**config.mk**
```make
export PLATFORM = sky130hd
export DESIGN_NAME = intra_mb_scheduler
export DESIGN_NICKNAME = d
export VERILOG_FILES = /design/src/rtl/intra_mb_scheduler.sv
export SDC_FILE = /design/constraint.sdc
export NUM_CORES = 1
export LEC_CHECK = 0
export BUFFER_PORTS_ARGS = -buffer_cell sky130_fd_sc_hd__buf_2
export CAP_MARGIN = 40
export CORE_MARGIN = 1.5
export CORE_UTILIZATION = 45
export CTS_CLUSTER_DIAMETER = 120
export DETAILED_ROUTE_END_ITERATION = 7
export HOLD_SLACK_MARGIN = 0.03
export PLACE_DENSITY = 0.76
export SYNTH_ARGS = -nofsm -noshare
export SYNTH_HDL_FRONTEND = slang
export SYNTH_SLANG_ARGS = --single-unit
```
**constraint.sdc**
```tcl
create_clock -name clk -period 7.8 [get_ports clk]
set_clock_uncertainty 0.15 [all_clocks]
set_input_delay 2.34 -clock clk [delete_from_list [all_inputs] [get_ports clk]]
set_output_delay 2.34 -clock clk [all_outputs]
set_load 0.01 [all_outputs]
```
**src/rtl/intra_mb_scheduler.sv**
```systemverilog
// Frame-level sequencer for the intra-prediction path: walks macroblocks in raster order,
// pulses the neighbour extractor, then the predictor, and waits for the predictor's done.
`timescale 1ns/1ps
module intra_mb_scheduler #(
    parameter int WIDTH     = 1280,
    parameter int LENGTH    = 720,
    parameter int MB_SIZE_L = 16,
    parameter int MB_SIZE_W = 16
) (
    input  logic        clk,
    input  logic        rst_n,
    input  logic        frame_start_i,
    input  logic        abort_i,
    input  logic        pred_done_i,
    output logic        ext_enable_o,
    output logic [31:0] mbnumber_o,
    output logic        top_avail_o,
    output logic        left_avail_o,
    output logic        pred_start_o,
    output logic [31:0] mb_index_o,
    output logic        busy_o,
    output logic        frame_done_o
);

    localparam logic [15:0] LAST_COL = 16'(WIDTH - MB_SIZE_W);
    localparam logic [15:0] LAST_ROW = 16'(LENGTH - MB_SIZE_L);
    localparam logic [15:0] COL_STEP = 16'(MB_SIZE_W);
    localparam logic [15:0] ROW_STEP = 16'(MB_SIZE_L);

    typedef enum logic [2:0] {
        S_IDLE,
        S_EXTRACT,
        S_WAIT_EXT,
        S_PREDICT,
        S_WAIT_PRED,
        S_DONE
    } state_t;

    state_t      state_q, state_d;
    logic [15:0] row_q, row_d;
    logic [15:0] col_q, col_d;
    logic [31:0] idx_q, idx_d;
    logic        ext_enable_d;
    logic        pred_start_d;
    logic        frame_done_d;

    always_ff @(posedge clk or negedge rst_n) begin
        if (!rst_n) begin
            state_q <= S_IDLE;
            row_q   <= '0;
            col_q   <= '0;
            idx_q   <= '0;
        end else begin
            state_q <= state_d;
            row_q   <= row_d;
            col_q   <= col_d;
            idx_q   <= idx_d;
        end
    end

    // Abort has top priority: it suppresses every pulse and any coordinate update.
    always_comb begin
        state_d      = state_q;
        row_d        = row_q;
        col_d        = col_q;
        idx_d        = idx_q;
        ext_enable_d = 1'b0;
        pred_start_d = 1'b0;
        frame_done_d = 1'b0;
        if (abort_i) begin
            state_d = S_IDLE;
        end else begin
            case (state_q)
                S_IDLE: begin
                    if (frame_start_i) begin
                        row_d   = '0;
                        col_d   = '0;
                        idx_d   = '0;
                        state_d = S_EXTRACT;
                    end
                end
                S_EXTRACT: begin
                    ext_enable_d = 1'b1;
                    state_d      = S_WAIT_EXT;
                end
                S_WAIT_EXT: begin
                    state_d = S_PREDICT;
                end
                S_PREDICT: begin
                    pred_start_d = 1'b1;
                    state_d      = S_WAIT_PRED;
                end
                S_WAIT_PRED: begin
                    if (pred_done_i) begin
                        if (row_q == LAST_ROW && col_q == LAST_COL) begin
                            state_d = S_DONE;
                        end else begin
                            if (col_q == LAST_COL) begin
                                col_d = '0;
                                row_d = row_q + ROW_STEP;
                            end else begin
                                col_d = col_q + COL_STEP;
                            end
                            idx_d   = idx_q + 32'd1;
                            state_d = S_EXTRACT;
                        end
                    end
                end
                S_DONE: begin
                    frame_done_d = 1'b1;
                    state_d      = S_IDLE;
                end
                default: state_d = S_IDLE;
            endcase
        end
    end

    assign ext_enable_o = ext_enable_d;
    assign pred_start_o = pred_start_d;
    assign frame_done_o = frame_done_d;
    assign mbnumber_o   = {row_q, col_q};
    assign mb_index_o   = idx_q;
    assign top_avail_o  = (row_q != '0);
    assign left_avail_o = (col_q != '0);
    assign busy_o       = (state_q != S_IDLE);

endmodule

```
==> metrics.txt <==
routed vias 3326; peak supply drop 0.00009109 V; GRT busiest layer met2; full die area 8151 sq um; Synth Flop Type dfrtp_1; post-route minimum period 5447 ps; slowest stage delay, CP 280 ps; first-pass GRT wire length 14950 um; CTS tree done; post-cts gate resize count 0; final setup fails 0; reg-to-reg endpoint mb_index_o[30]; worst rel slew slack 39.17%; worst reg2reg startpoint state_q[1]; share of layout cells above drive strength 1 20.65%; Final Instance Area 4025 sq um; post-DP HPWL 5847 um; post-synthesis compound-gate area fraction 22.74%; DR DRC count 0; num rows 31; pwr dens 180.5 nW/um^2; cell taking the most area after synthesis dfrtp_1; Mapped Cells 394; clk sinks 59; drt pass-1 iters 5; Tightest Pin Transition 905.4 ps; Total Routing Usage GR 22.68%; grt total ovfl 0; die width 90.29 um; Final ANT Viol Nets 0; Leak 1.896 nW; final core utilization 54.91%; RSZ-0062 raised after global routing no; Top Family by Delay on Critical Path buffers and inverters; total power 0.7265 mW; post-synth top area share 43.07%; worst min path class reg -> reg; max-cap violations 0; Buf+Inv Stages, Crit Path 2; Place WS 2331 ps; critical-path cell list buf_2 -> nor4b_1 -> buf_2; arrival time worst endpoint 2960 ps; Final Slew Violations 0; gpl congestion 0.8295; # H-tree levels 3; CP Capture Type output port; Hold Fails Final Rpt 0; Netlist Area Pre-Place 3428 sq um; ys async rst share 100.0%; end of the critical path frame_done_o; Post-CTS Setup Inserts 0; clk buf depth 2; Worst path slowest cell nor4b_1; Initial Util 46.77%; vias per cell 5.950; CP required 5310 ps; CP Class in -> out; io pins 75; simple-gate area share of the yosys netlist 24.38%; GR Util met3 4.630%; post-synthesis sequential area ratio 43.07%; setup TNS 0 ps; pin count of the biggest net entering global routing 60; fmax 183.6 MHz; startpoint types input port; I/O Buffers 66; largest family of logic cells by synthesized area simple AND/OR/NAND/NOR gates; top cells by count, synth 59 x dfrtp_1, 50 x o21ai_0, 36 x nand2_1; placed insts 543; ANT cells 0; most frequent CP cell buf_2; crit-path max FO 8; crit path launch abort_i; adder-cell share of the synthesized area 1.825%; met2 Use GR 35.10%; Yosys warning count 0; Iter 0 DRT Violations 267; Syn Area/Cell 8.701 sq um; FF-to-FF setup slack 4280 ps; EDFF count, synth 0; initial antenna violation count 0; Root Driver clkbuf_8; most common cell in the netlist dfrtp_1; Clk Latency, worst-skew pair 340 ps; Final Cycle Share 69.84%; hold_sp mb_index_o[30]; vias in the first global route 3043; cell count along the critical path 3; Die Y 90.29 um; placed inst area 3799 sq um; met1 Usage GRT 30.49%; xor-xnor portion of the synthesized cell area 2.044%; Hold Buf Count CTS 0; post-synthesis mux area share 0.3285%; Clk pin slew, worst setup/hold paths 60 ps; CTS Buf Count 9; final setup margin 2353 ps; outcome complete, no violations; most area-consuming cells after synthesis dfrtp_1 43%, o21ai_0 7.3%, nand2_1 3.9%; library cells used by synthesis 47; WL/cell 15.72 um; Worst Hold Slack 357.5 ps; number of synthesized register bits 59; Core Area 7331 sq um; P&R area growth vs syn 17.41%; Nets 465; r2r worst-path depth 5; Non-Filler Instances 559; Post-Route WL 8790 um
## power by group
part / internal (mW) / total [mW] / switching (mW)
clock network: 0.196 / 0.318 / 0.122
logic: 0.0291 / 0.0837 / 0.0545
registers: 0.312 / 0.325 / 0.0128
## registers in the layout, summed over array words and instances, names as in the netlist
register and flops:
col_q 12, row_q 12, mb_index_o 32, state_q 3
## worst min path at each step
| stage | slack, ps | cells past startpoint | endpoint |
|---|---|---|---|
| 4_1_cts | 360 | 1 | mb_index_o[31] |
| 3_3_place_gp | 330 | 1 | mb_index_o[31] |
| 3_5_place_dp | 350 | 1 | mb_index_o[30] |
| 6_report | 360 | 1 | mb_index_o[30] |
| 5_1_grt | 390 | 1 | mb_index_o[31] |
| 2_1_floorplan | 360 | 1 | mb_index_o[31] |
## area by class of cell
type                    instances  area [sq um]
inverters                       9         33.78
clock buffers                  11         151.4
clock inverters                 5         75.07
well taps                      99         123.9
repair buffers                 71         375.4
flip-flops and latches         59          1476
fillers                       689          3306
multi-input cells             305          1789
## layout by cell type (no fill, tap or decap), types with 2 or more instances in the layout
master,instances
a21o_1,6
a21oi_1,15
a31oi_1,20
a41oi_1,6
and2_1,6
and3_1,12
and4_1,3
buf_2,66
buf_4,4
bufinv_16,2
clkbuf_8,11
clkinv_2,3
conb_1,8
dfrtp_1,59
ha_1,5
inv_1,9
nand2_1,36
nand3_1,19
nand4_1,16
nor2_1,25
nor3_1,18
nor4_1,4
nor4b_1,4
o2111ai_1,2
o211ai_1,2
o21a_1,2
o21ai_0,50
o21ai_2,2
o31ai_1,12
o41ai_1,2
or3_1,6
or4_4,2
xnor2_1,4
xor2_1,4
## cells by family after synthesis
group | after synthesis
AND/OR/NAND/NOR | 157
AO/OA/AOI/OAI | 126
flip-flops | 59
buffers and inverters | 37
XOR/XNOR | 8
adder cells (fa/ha/maj) | 5
other | 1
multiplexers | 1
## metal layers
metal,up-vias,share of wire [%]
li1,1588,-
met1,1631,47
met2,91,47
met3,16,4.5
met4,0,1.7
met5,-,0
(Power assumes the default switching activity.)
